File: src/rtl/controller.sv
// ----------------------------------------------------------------------------
// controller
//   Phase sequencer and control-strobe decoder for the 8-bit accumulator CPU.
//   An internal 3-bit phase counter walks through eight phases per
//   instruction; every strobe is a purely combinational decode of
//   (phase, opcode, zero).
//
//   Optional feature (macro CTRL_HALT_LATCH_EN):
//     defined   - HLT in OP_ADDR sets a sticky halted flag that freezes the
//                 phase at OP_ADDR and drives halt only, until rst.
//     undefined - halt is a plain decode in OP_ADDR; phase keeps cycling.
//
// Ports
//   clk     in   rising-edge clock
//   rst     in   asynchronous active-high reset
//   ena     in   phase-advance enable (0 holds the phase)
//   opcode  in   [2:0] instruction opcode
//   zero    in   accumulator-is-zero flag
//   sel     out  address mux: 1 = PC, 0 = IR operand
//   rd      out  memory read strobe
//   ld_ir   out  load instruction register
//   inc_pc  out  increment PC
//   halt    out  processor halted
//   ld_pc   out  load PC from IR operand
//   data_e  out  drive accumulator onto data bus
//   ld_ac   out  load accumulator
//   wr      out  memory write strobe
// ----------------------------------------------------------------------------
module controller (
    input  logic       clk,
    input  logic       rst,
    input  logic       ena,
    input  logic [2:0] opcode,
    input  logic       zero,
    output logic       sel,
    output logic       rd,
    output logic       ld_ir,
    output logic       inc_pc,
    output logic       halt,
    output logic       ld_pc,
    output logic       data_e,
    output logic       ld_ac,
    output logic       wr
);

    typedef enum logic [2:0] {
        INST_ADDR  = 3'd0,
        INST_FETCH = 3'd1,
        INST_LOAD  = 3'd2,
        IDLE       = 3'd3,
        OP_ADDR    = 3'd4,
        OP_FETCH   = 3'd5,
        ALU_OP     = 3'd6,
        STORE      = 3'd7
    } phase_t;

    localparam logic [2:0] OP_HLT = 3'b000;
    localparam logic [2:0] OP_SKZ = 3'b001;
    localparam logic [2:0] OP_ADD = 3'b010;
    localparam logic [2:0] OP_AND = 3'b011;
    localparam logic [2:0] OP_XOR = 3'b100;
    localparam logic [2:0] OP_LDA = 3'b101;
    localparam logic [2:0] OP_STO = 3'b110;
    localparam logic [2:0] OP_JMP = 3'b111;

    phase_t phase, phase_nxt;
    logic   alu_op;

    // Instructions that read an operand from memory and write the accumulator.
    assign alu_op = (opcode == OP_ADD) || (opcode == OP_AND) ||
                    (opcode == OP_XOR) || (opcode == OP_LDA);

`ifdef CTRL_HALT_LATCH_EN
    logic halted, halted_nxt;
    logic hlt_hit;

    // HLT seen in OP_ADDR on an enabled edge: latch halted, do not advance.
    assign hlt_hit = ena && (phase == OP_ADDR) && (opcode == OP_HLT);
`endif

    // State register
    always_ff @(posedge clk or posedge rst) begin
        if (rst) begin
            phase  <= INST_ADDR;
`ifdef CTRL_HALT_LATCH_EN
            halted <= 1'b0;
`endif
        end else begin
            phase  <= phase_nxt;
`ifdef CTRL_HALT_LATCH_EN
            halted <= halted_nxt;
`endif
        end
    end

    // Next-state logic
    always_comb begin
        phase_nxt = phase;
`ifdef CTRL_HALT_LATCH_EN
        halted_nxt = halted || hlt_hit;
        if (!halted && !hlt_hit && ena)
            phase_nxt = phase_t'(phase + 3'd1);
`else
        if (ena)
            phase_nxt = phase_t'(phase + 3'd1);
`endif
    end

    // Output decode
    always_comb begin
        sel    = 1'b0;
        rd     = 1'b0;
        ld_ir  = 1'b0;
        inc_pc = 1'b0;
        halt   = 1'b0;
        ld_pc  = 1'b0;
        data_e = 1'b0;
        ld_ac  = 1'b0;
        wr     = 1'b0;
`ifdef CTRL_HALT_LATCH_EN
        // A latched halt overrides the whole phase decode.
        if (halted)
            halt = 1'b1;
        else
`endif
        case (phase)
            INST_ADDR: begin
                sel = 1'b1;
            end
            INST_FETCH: begin
                sel = 1'b1;
                rd  = 1'b1;
            end
            INST_LOAD, IDLE: begin
                sel   = 1'b1;
                rd    = 1'b1;
                ld_ir = 1'b1;
            end
            OP_ADDR: begin
                inc_pc = 1'b1;
                halt   = (opcode == OP_HLT);
            end
            OP_FETCH: begin
                rd = alu_op;
            end
            ALU_OP: begin
                rd     = alu_op;
                inc_pc = (opcode == OP_SKZ) && zero;
                ld_pc  = (opcode == OP_JMP);
                data_e = (opcode == OP_STO);
            end
            STORE: begin
                // rd only for ALU ops, wr only for STO: never both.
                rd     = alu_op;
                ld_ac  = alu_op;
                ld_pc  = (opcode == OP_JMP);
                data_e = (opcode == OP_STO);
                wr     = (opcode == OP_STO);
            end
            default: ;
        endcase
    end

endmodule

File: config.mk
export PLATFORM = sky130hd
export DESIGN_NAME = controller
export DESIGN_NICKNAME = d
export VERILOG_FILES = /design/src/rtl/controller.sv
export SDC_FILE = /design/constraint.sdc
export NUM_CORES = 1
export LEC_CHECK = 0
export CORE_AREA = 2 2 39 41
export CTS_CLUSTER_DIAMETER = 150
export DETAILED_ROUTE_END_ITERATION = 10
export DIE_AREA = 0 0 41 43
export PLACE_DENSITY_LB_ADDON = 0.1
export SLEW_MARGIN = 25
export SYNTH_ARGS = -nofsm -noshare
export SYNTH_HDL_FRONTEND = slang
export SYNTH_SLANG_ARGS = --single-unit
File: constraint.sdc
create_clock -name clk -period 1.54 [get_ports clk]
set_input_delay 0.308 -clock clk [delete_from_list [all_inputs] [get_ports clk]]
set_output_delay 0.308 -clock clk [all_outputs]
set_load 0.005 [all_outputs]
* Word level (Yosys, flattened, before mapping) *
Index checks and enable logic that the tools add are counted.
W data, S select, Z words.

operators by class
  multiplexer cells = 9
  equal/unequal tests = 14
  divide/modulo/power cells = 0
  shift-type cells = 0
  multipliers = 0
  add/sub/neg operators = 1
  bitwise logic cells = 0
  $lt $le $gt $ge = 0
  reduce and logical (&&, ||, !) cells = 11

operators by type and width
  kind                   number
  $eq A3 B3 Y1 const B   8
  $eq A3 B2 Y1 const B   4
  $mux W1                7
  $eq A3 B1 Y1 const B   2
  $logic_not A3 Y1       2
  $reduce_or A3 Y1       2
  $pmux W1 S2            2
  $reduce_or A2 Y1       2
  $reduce_or A4 Y1       1
  $add A3 B1 Y3 const B  1
  $logic_or A1 B1 Y1     3
  $logic_and A1 B1 Y1    1

storage, ports and cells
  input port bits = 7
  bits in latches = 0
  bits in read-only memories = 0
  memory bits (writable) = 0
  memories kept = 0
  bits in registers = 3

* Longest topological paths before layout *
  word-level depth = 5
  gate-level depth with buffers = 4
  depth with buffers taken out = 4

* Worst setup path after synthesis *
Ideal clock, no wire load.

  path type = reg-to-output
  from = register phase[0]
  to = output rd
  setup slack = 0.083 ns
  data required time = 1.232 ns
  cell stages (with the launch flop) = 5
  arrival = 1.149 ns
  cells stage by stage = dfrtp_1 > ha_1 > ha_1 > o31ai_1 > a31oi_1

between the ends
  word-level cells in the longest chain between the ends = 3
  elaborated cells on any way between the ends = 9

RTL lines
  element                               RTL line  RTL
  start: declaration                    66        phase_t phase, phase_nxt;
  start signal: assignment              89        phase <= phase_nxt;
  $eq A3 B3 Y1 (tied with other cells)  126       case (phase)
  $reduce_or A3 Y1 (no source line)     n/a
  $pmux W1 S2 (*)                       126
  end: declaration                      36        output logic rd,

Every way passes the cells marked *; elsewhere a longest branch is shown, timed or not.

* Worst setup path after layout *
Same ends and word-level chain as after synthesis.

==> results.py <==
metrics = {
    "timing": {
        "rsz0062_at_grt": "yes",
        "tightest_slew_ps": 238,
        "drv_slew": 0,
        "slew_headroom": 0.841,
        "fin_worst_skew_ps": 0.454,
        "hold_violations": 0,
        "fmax_ghz": 0.562,
        "setup_tns_ps": -1670,
        "setup_ws_ps": -239,
        "setup_viol": 9,
        "post-route-min-period_ps": 1780,
        "finalCritPeriodShare": 1.16,
    },
    "floorplanning": {
        "die_area_um2": 1760,
        "initial_core_util": 0.229,
        "die_y_um": 43,
        "core_um2": 1380,
        "rows": 14,
        "ioPinCount": 16,
        "die_w_um": 41,
    },
    "pwr": {
        "power_leakage_nw": 0.356,
        "power_density_nw_per_um2": 1810,
        "finalPower_mw": 1.43,
        "ir_drop_mv": 0.926,
    },
    "clock_network": {
        "htree_levels": 1,
        "cts_tree": "done",
        "clockBufferDepth": 2,
        "cts_made_buffers": 3,
        "root_buffer": "clkbuf_4",
        "holdBufCountCts": 0,
        "clk_latency_ps": 230,
        "numClockSinks": 3,
        "path_clk_slew_ps": 40,
    },
    "global_route": {
        "antenna_found_initial": 0,
        "overflow": 0,
        "grt_pass1_wl_mm": 1.50,
        "grt_pass1_vias": 381,
        "track_usage": 0.128,
        "grt_max_degree": 6,
    },
    "drt": {
        "drtIter0Drc": 1,
        "drt-wirelength-per-cell_um": 10.6,
        "firstDrtPassIters": 4,
        "finalWirelength_um": 969,
        "postRouteAntennaNets": 0,
        "vias_per_cell": 4.33,
        "drc": 0,
        "via_count": 394,
    },
    "synthesis": {
        "syn_nets": 52,
        "syn-cell-area_um2": 317,
        "yosysUniqueCellTypes": 17,
        "ys_ff_latch": 3,
        "avgSynthCellArea_um2": 8.33,
        "synth_cells": 38,
        "yosys_warnings": 0,
        "ys_seq_area_frac": 0.237,
    },
    "final_layout": {
        "largest_reg_flops": 3,
        "final_common_cell": "buf_4",
        "finalInstanceArea_um2": 791,
        "nNetsFinal": 90,
        "top_register": "phase",
        "area_growth_pct": 150,
        "fillers": 124,
        "mostFrequentLayoutCells": "14 x buf_4, 6 x ha_4, 6 x buf_2",
        "reg_top3": "phase: 3 flops",
        "diodes": 0,
        "drive_gt1_frac": 0.640,
    },
    "critical_path": {
        "cp_max_fo": 4,
        "crit_path_end_kind": "primary output",
        "arrival_ps": 1470,
        "setup.worst_path.start": "phase[0]$_DFFE_PP0P_",
        "critPathKind": "reg2out",
        "reg2reg_from": "phase[0]$_DFFE_PP0P_",
        "startpoint_type": "flop",
        "cp.required_ps": 1230,
    },
    "placed_design": {
        "dp_hpwl_um": 610,
        "place_congestion": 0.614,
        "place_ws_ps": -543,
        "port_buffers": 15,
        "placed_cell_area_um2": 577,
    },
    "outcome": {
        "violations": "setup timing",
        "status": "complete, but fails checks",
    },
    "flow_run": {
        "drv_cap": 0,
    },
    "worst_hold_path": {
        "hold_path_class": "in2async",
    },
}
-- per-layer routing --
| metal | part of all wire | up-vias | GRT usage | wire length, um |
|---|---|---|---|---|
| met5 | 0 | - | 0 | 0 |
| met2 | 0.57 | 8 | 0.194 | 548 |
| li1 | - | 206 | - | - |
| met1 | 0.40 | 180 | 0.152 | 392 |
| met3 | 0.028 | 0 | 0.0314 | 27 |
| met4 | 0 | 0 | 0.0800 | 0 |
-- report_power, final --
part	internal, mW	switching, mW
logic	0.660	0.455
registers	0.122	0.0590
clock network	0.0970	0.0398
-- worst max-delay path, stage by stage, from the launching register on --
cell	delay, ps
dfrtp_2	430
ha_4	190
ha_4	170
o31ai_4	220
a31oi_1	100
buf_2	130
-- worst paths after layout --
path / end / slack [ps] / cells after the start
setup / recovery: rd / -240 / 5
hold / removal: phase[2]$_DFFE_PP0P_ / 240 / 2
setup reg to reg: phase[0]$_DFFE_PP0P_ / 470 / 4
hold reg to reg: phase[2]$_DFFE_PP0P_ / 770 / 3
max in group asynchronous: phase[0]$_DFFE_PP0P_ / 1160 / 2
min in group clk: phase[0]$_DFFE_PP0P_ / 760 / 2
-- synthesized netlist by cell type, drive strengths merged --
| library cell | number | area [um^2] |
|---|---|---|
| ha | 7 | 87.6 |
| inv | 5 | 18.8 |
| nor2 | 4 | 15.0 |
| dfrtp | 3 | 75.1 |
| nand2 | 3 | 11.3 |
| a21oi | 2 | 10.0 |
| nor3b | 2 | 15.0 |
| o21ai | 2 | 10.0 |
| xor2 | 2 | 17.5 |
| a21o | 1 | 7.51 |
| a31oi | 1 | 6.26 |
| a41oi | 1 | 8.76 |
| and2 | 1 | 7.51 |
| nor3 | 1 | 5.00 |
| nor4 | 1 | 6.26 |
| o21bai | 1 | 7.51 |
| o31ai | 1 | 7.51 |
-- metrics by stage --
stage	hold WS, ps	instances	utilization
finish	242	91	0.571
CTS	239	88	0.523
global placement	483	81	0.417
detailed placement	483	81	0.417
floorplan	61.6	38	-
global route	240	91	0.571
-- kinds of logic after synthesis --
family	after synthesis	share of synthesized area
DFF	3	0.237
buffers and inverters	5	0.0593
AOI/OAI and AO/OA	9	0.182
adders and majority gates	7	0.277
xor gates and xnor gates	2	0.0553
and+or+nand+nor	12	0.190
-- cell type report --
| cell class | count | area, um^2 | share of cell area |
|---|---|---|---|
| Timing Repair Buffer | 33 | 279 | 0.353 |
| Inverter | 5 | 26.3 | 0.0332 |
| Clock buffer | 4 | 26.3 | 0.0332 |
| Multi-Input combinational cell | 30 | 363 | 0.459 |
| Tap cell | 16 | 20.0 | 0.0253 |
| Sequential cell | 3 | 76.3 | 0.0965 |
-- timing repair --
item,4_1_cts,5_1_grt
resized for setup,63,8
gates cloned,0,0
pin swaps,7,5
buffers inserted,3,3
setup endpoints to repair,9,9
(Power assumes the default switching activity.)
